[src/rtl/shift_arb_pkg.sv]
// Shared widths, FSM state type and request payload for the shift arbiter.
package shift_arb_pkg;

    localparam int unsigned DATA_W = 32;
    localparam int unsigned AMT_W  = 5;

    typedef enum logic {
        ST_EMPTY = 1'b0,
        ST_FULL  = 1'b1
    } state_t;

    typedef struct packed {
        logic [DATA_W-1:0] data;
        logic [AMT_W-1:0]  amt;
        logic              arith;
    } shift_req_t;

endpackage

[src/rtl/shift_core_r.sv]
// Combinational right barrel shifter, one stage per amount bit.
// Ports:
//   i_data   operand
//   i_amt    right-shift amount
//   i_fill   value shifted into the vacated high bits
//   o_data_c shifted result (combinational)
module shift_core_r
    import shift_arb_pkg::*;
(
    input  logic [DATA_W-1:0] i_data,
    input  logic [AMT_W-1:0]  i_amt,
    input  logic              i_fill,
    output logic [DATA_W-1:0] o_data_c
);

    logic [DATA_W-1:0] w_stage [AMT_W+1];

    assign w_stage[0] = i_data;

    // Stage k shifts by 2**k when amount bit k is set.
    for (genvar k = 0; k < AMT_W; k++) begin : g_stage
        localparam int unsigned SH = 1 << k;
        assign w_stage[k+1] = i_amt[k] ? {{SH{i_fill}}, w_stage[k][DATA_W-1:SH]}
                                       : w_stage[k];
    end

    assign o_data_c = w_stage[AMT_W];

endmodule

[src/rtl/shift_arbiter.sv]
// Two-requester round-robin arbiter in front of one shared right shifter,
// with a single registered result slot.
// Build option: define SHIFT_ARB_SRA_EN to add reqN_arith ports
// (sign-fill shifts); otherwise only logical shifts are performed.
// Ports:
//   clock, resetn               clock, asynchronous active-low reset
//   reqN_valid/ready            request handshake for requester N
//   reqN_data/amt(/arith)       request operand, shift amount (sign-fill)
//   out_valid/ready             result handshake
//   out_data, out_src           shifted result and owning requester
module shift_arbiter
    import shift_arb_pkg::*;
(
    input  logic              clock,
    input  logic              resetn,
    input  logic              req0_valid,
    output logic              req0_ready,
    input  logic [DATA_W-1:0] req0_data,
    input  logic [AMT_W-1:0]  req0_amt,
`ifdef SHIFT_ARB_SRA_EN
    input  logic              req0_arith,
`endif
    input  logic              req1_valid,
    output logic              req1_ready,
    input  logic [DATA_W-1:0] req1_data,
    input  logic [AMT_W-1:0]  req1_amt,
`ifdef SHIFT_ARB_SRA_EN
    input  logic              req1_arith,
`endif
    output logic              out_valid,
    input  logic              out_ready,
    output logic [DATA_W-1:0] out_data,
    output logic              out_src
);

    state_t            r_state;
    state_t            w_state_nxt;
    logic              r_last;
    logic [DATA_W-1:0] r_data;
    logic              r_src;

    shift_req_t        w_req0;
    shift_req_t        w_req1;
    shift_req_t        w_sel;
    logic              w_sel_idx;
    logic              w_any_valid;
    logic              w_can_accept;
    logic              w_accept;
    logic              w_fill;
    logic [DATA_W-1:0] w_shifted;

    // Pack request ports; arith is tied low when sign-fill is not built.
    always_comb begin
        w_req0.data  = req0_data;
        w_req0.amt   = req0_amt;
        w_req1.data  = req1_data;
        w_req1.amt   = req1_amt;
`ifdef SHIFT_ARB_SRA_EN
        w_req0.arith = req0_arith;
        w_req1.arith = req1_arith;
`else
        w_req0.arith = 1'b0;
        w_req1.arith = 1'b0;
`endif
    end

    // Round-robin grant: on a tie the requester not granted last wins.
    always_comb begin
        w_any_valid  = req0_valid | req1_valid;
        w_sel_idx    = (req0_valid && req1_valid) ? ~r_last : req1_valid;
        w_sel        = w_sel_idx ? w_req1 : w_req0;
        w_can_accept = (r_state == ST_EMPTY) || out_ready;
        w_accept     = w_any_valid && w_can_accept;
        w_fill       = w_sel.arith & w_sel.data[DATA_W-1];
    end

    // Ready is gated by reset so no handshake can appear to complete in reset.
    assign req0_ready = resetn && w_accept && !w_sel_idx;
    assign req1_ready = resetn && w_accept &&  w_sel_idx;

    shift_core_r u_core (
        .i_data   (w_sel.data),
        .i_amt    (w_sel.amt),
        .i_fill   (w_fill),
        .o_data_c (w_shifted)
    );

    // Result slot state register.
    always_ff @(posedge clock or negedge resetn) begin
        if (!resetn) begin
            r_state <= ST_EMPTY;
        end else begin
            r_state <= w_state_nxt;
        end
    end

    // Slot stays FULL on accept (including drain-and-accept) or stall.
    always_comb begin
        w_state_nxt = r_state;
        case (r_state)
            ST_EMPTY: if (w_accept) w_state_nxt = ST_FULL;
            ST_FULL:  if (!w_accept && out_ready) w_state_nxt = ST_EMPTY;
            default:  w_state_nxt = ST_EMPTY;
        endcase
    end

    // Result payload and last-grant pointer move only on acceptance;
    // pointer resets to 1 so requester 0 wins the first tie.
    always_ff @(posedge clock or negedge resetn) begin
        if (!resetn) begin
            r_data <= '0;
            r_src  <= 1'b0;
            r_last <= 1'b1;
        end else if (w_accept) begin
            r_data <= w_shifted;
            r_src  <= w_sel_idx;
            r_last <= w_sel_idx;
        end
    end

    assign out_valid = (r_state == ST_FULL);
    assign out_data  = r_data;
    assign out_src   = r_src;

endmodule

[config.mk]
export PLATFORM = sky130hd
export DESIGN_NAME = shift_arbiter
export DESIGN_NICKNAME = d
export VERILOG_FILES = /design/src/rtl/shift_arb_pkg.sv /design/src/rtl/shift_core_r.sv /design/src/rtl/shift_arbiter.sv
export SDC_FILE = /design/constraint.sdc
export NUM_CORES = 1
export LEC_CHECK = 0
export CAP_MARGIN = 20
export CELL_PAD_IN_SITES_DETAIL_PLACEMENT = 1
export CELL_PAD_IN_SITES_GLOBAL_PLACEMENT = 2
export CORE_UTILIZATION = 27
export CTS_CLUSTER_DIAMETER = 50
export DETAILED_ROUTE_END_ITERATION = 10
export PLACE_DENSITY_LB_ADDON = 0.1
export SYNTH_ARGS = -nofsm -noshare
export SYNTH_HDL_FRONTEND = slang
export SYNTH_SLANG_ARGS = --single-unit
[constraint.sdc]
create_clock -name clock -period 2.2 [get_ports clock]
set_input_delay 0.44 -clock clock [delete_from_list [all_inputs] [get_ports clock]]
set_output_delay 0.44 -clock clock [all_outputs]
set_load 0.1 [all_outputs]
==> qor.csv <==
stage;metric;value;unit
setup_path;cp.arrival;2.53;ns
setup_path;cp_top_family;compound AO/OA/AOI/OAI gates;
timing;skew;0.00312;ns
synthesis;synth-edff-count;0;
setup_path;required;2.37;ns
floorplan;die_area;16500;um2
floorplan;core-area;15400;um2
placed_design;numPortBuffers;114;
power_and_ir_drop;pwr_density_cell;625;nW/um2
route;drtAntennaViolNets;0;
timing;relSlewSlack;67.5;%
route;viasPerCell;5.29;
synthesis;ys.flop_type;dfrtp_1;
floorplan;num_rows;45;
placed_design;place_hpwl;17.6;mm
cts;cts_tree;built;
floorplan;die_h;128;um
layout;drive_above_1_share;52.0;%
timing;period_share;107;%
route;drc;0;
grt;antenna_found_initial;0;
worst_hold_path;min_to;out_data[30];
setup_path;crit_chain;a21bo_4 > buf_6 > mux2i_4 > mux4_2 > a211oi_2 > o22ai_1 > a211o_1;
layout;nets;816;
power_and_ir_drop;ir_drop;0.502;mV
layout;area_growth;77.9;%
timing;period_needed;2.36;ns
cts;cts_buffers;5;
setup_path;slowest_stage;dfstp_2;
floorplan;io_pins;115;
power_and_ir_drop;power_leakage;3.38;nW
layout;diodes;0;
worst_hold_path;hold_start;out_data[30];
timing;setup_viol;22;
cts;clkTransAtPathRegs;0.05;ns
timing;slew_viol_final;0;
run;maxCapViolations;0;
grt;grt_overflow;0;
cts;cts_htree_levels;2;
setup_path;r2r_start;r_last;
cts;clock_latency;0.28;ns
placed_design;place_inst;910;
setup_path;crit_type;reg -> reg;
cts;cts_sinks;35;
cts;cts-root-buf;clkbuf_16;
synthesis;synth_top_area_share;20.9;%
worst_hold_path;hold_path_depth;2;
synthesis;synth_cells;453;
grt;track_usage;26.1;%
power_and_ir_drop;finalPower;4.79;mW
synthesis;syn_area;4310;um2
setup_path;r2r_cells;7;
floorplan;start_util;28.0;%
placed_design;gp_congestion;0.892;
route;first_pass_iters;4;
setup_path;critPathMaxStageDelay;0.55;ns
setup_path;r2r_setup_slack;-0.16;ns
timing;rsz0062_at_grt;true;
timing;hold_viol_final;0;
synthesis;yosysSeqAreaShare;20.3;%
synthesis;syn_nets;532;
synthesis;synth_area_leaders;mux4_2 (21%), dfrtp_1 (20%), mux2i_1 (12%);
worst_hold_path;hold_class;reg -> reg;
synthesis;yosysTopAreaCell;mux4_2;
cts;cts_max_path_buffers;2;
synthesis;avgSynthCellArea;9.52;um2
synthesis;ys_seq_elements;35;
synthesis;ys_warn_count;0;
route;vias;5017;
setup_path;rr_endpoint;out_data[0];
run_status;status;finished, violations left;
setup_path;start_kind;flip-flop;
setup_path;crit_fanout;6;
route;wl_per_cell;22.0;um
synthesis;async_reset_ff_share;100;%
synthesis;ys_types;54;
timing;tightest_slew;0.484;ns
layout;instances_no_fill;948;
grt;grt_pass1_vias;5497;
route;drt_iter0_drc;172;
setup_path;worstSetupEndpointType;flip-flop;
setup_path;path_buf_inv;1;
route;drt_wl_total;20.9;mm
grt;grt_max_degree;35;
grt;grt_pass1_wl;31.9;mm
timing;max_freq;424;MHz
run_status;violations;negative setup slack;
layout;final_util;49.9;%
timing;worst_slack;-0.160;ns
floorplan;die_x;128;um
## area by class of cell
cell class	count	area (um2)
Inverter	6	23.8
Sequential cell	35	878
Clock inverter	1	5.00
Multi-Input combinational cell	374	3590
Tap cell	211	264
Fill cell	1712	7700
Timing Repair Buffer	315	2760
Clock buffer	6	139
## worst min-delay path: cells and delay by family (launching register included)
kind               cells  cell delay [ns]
AOI/OAI and AO/OA      1             0.06
DFF                    1             0.34
and+or+nand+nor        1             0.05
## registers in the layout, summed over array words and instances, names as in the netlist
register   cells
out_valid      1
r_last         1
out_data      32
out_src        1
## how the worst max path moves through the flow
stage / from / end / cells after the start
2_1_floorplan: r_last / req0_ready / 6
3_3_place_gp: req0_valid / out_data[15] / 9
3_5_place_dp: req0_valid / out_data[3] / 9
4_1_cts: r_last / out_data[0] / 6
5_1_grt: r_last / out_data[0] / 7
6_report: r_last / out_data[0] / 7
## metal layers
| metal | up-vias | wire (um) | track usage [%] |
|---|---|---|---|
| li1 | 2342 | - | - |
| met1 | 2511 | 8320 | 30.9 |
| met2 | 122 | 11000 | 47.7 |
| met3 | 42 | 709 | 2.16 |
| met4 | 0 | 905 | 12.4 |
| met5 | - | 0 | 0 |
## cell usage after synthesis, types with 9 or more instances
cell	number
a211oi_1	10
a21oi_1	27
buf_2	19
clkbuf_1	10
dfrtp_1	34
mux2_2	29
mux2i_1	53
mux4_2	40
nand2_1	65
nand3_1	10
nor2_1	17
o211ai_1	9
o21ai_0	32
## stage by stage
| stage | cell area [um2] | worst slack (ns) | setup TNS [ns] | hold slack, ns |
|---|---|---|---|---|
| after floorplan | 4350 | -0.0717 | -0.118 | 0.144 |
| after global placement | 6820 | -0.728 | -18.41 | 0.260 |
| after detailed placement | 6820 | -0.765 | -20.04 | 0.260 |
| after CTS | 7450 | -0.152 | -1.32 | 0.486 |
| after global routing | 7670 | -0.231 | -4.10 | 0.511 |
| final | 7670 | -0.160 | -1.55 | 0.480 |
## cell usage in the layout, fill, tap and decap left out, types with 7 or more instances in the layout
cell type          n
a21oi_1           21
buf_12            10
buf_4            203
buf_6             21
clkdlybuf4s50_1   57
dfrtp_1           33
dlygate4sd2_1     12
mux2_2            24
mux2i_1           40
mux2i_2            9
mux2i_4            7
mux4_2            40
nand2_1           62
nor2_1            15
o211ai_1           9
o21ai_0           19
o21ai_1            8
## kinds of logic after synthesis
group           count (synthesis)  share of synthesized area [%]
simple gates                  120                           12.5
flops                          35                           20.3
compound gates                129                           19.9
buf+inv                        44                           5.17
mux                           125                           42.1
## what timing repair did
| action | 4_1_cts | 5_1_grt |
|---|---|---|
| hold buffers | 1 | 0 |
| buffers inserted | 21 | 9 |
| endpoints found under the hold margin | 1 | 0 |
| pin swaps | 20 | 17 |
| endpoints found under the setup margin | 34 | 33 |
| gates cloned | 1 | 0 |
| resized for setup | 86 | 47 |
## report_power, final
part / switching (mW) / total, mW / internal [mW]
Clock: 0.264 / 0.706 / 0.442
Combinational: 1.97 / 3.23 / 1.27
Sequential: 0.0814 / 0.852 / 0.770
No activity file was read; power rests on OpenSTA's default activity.
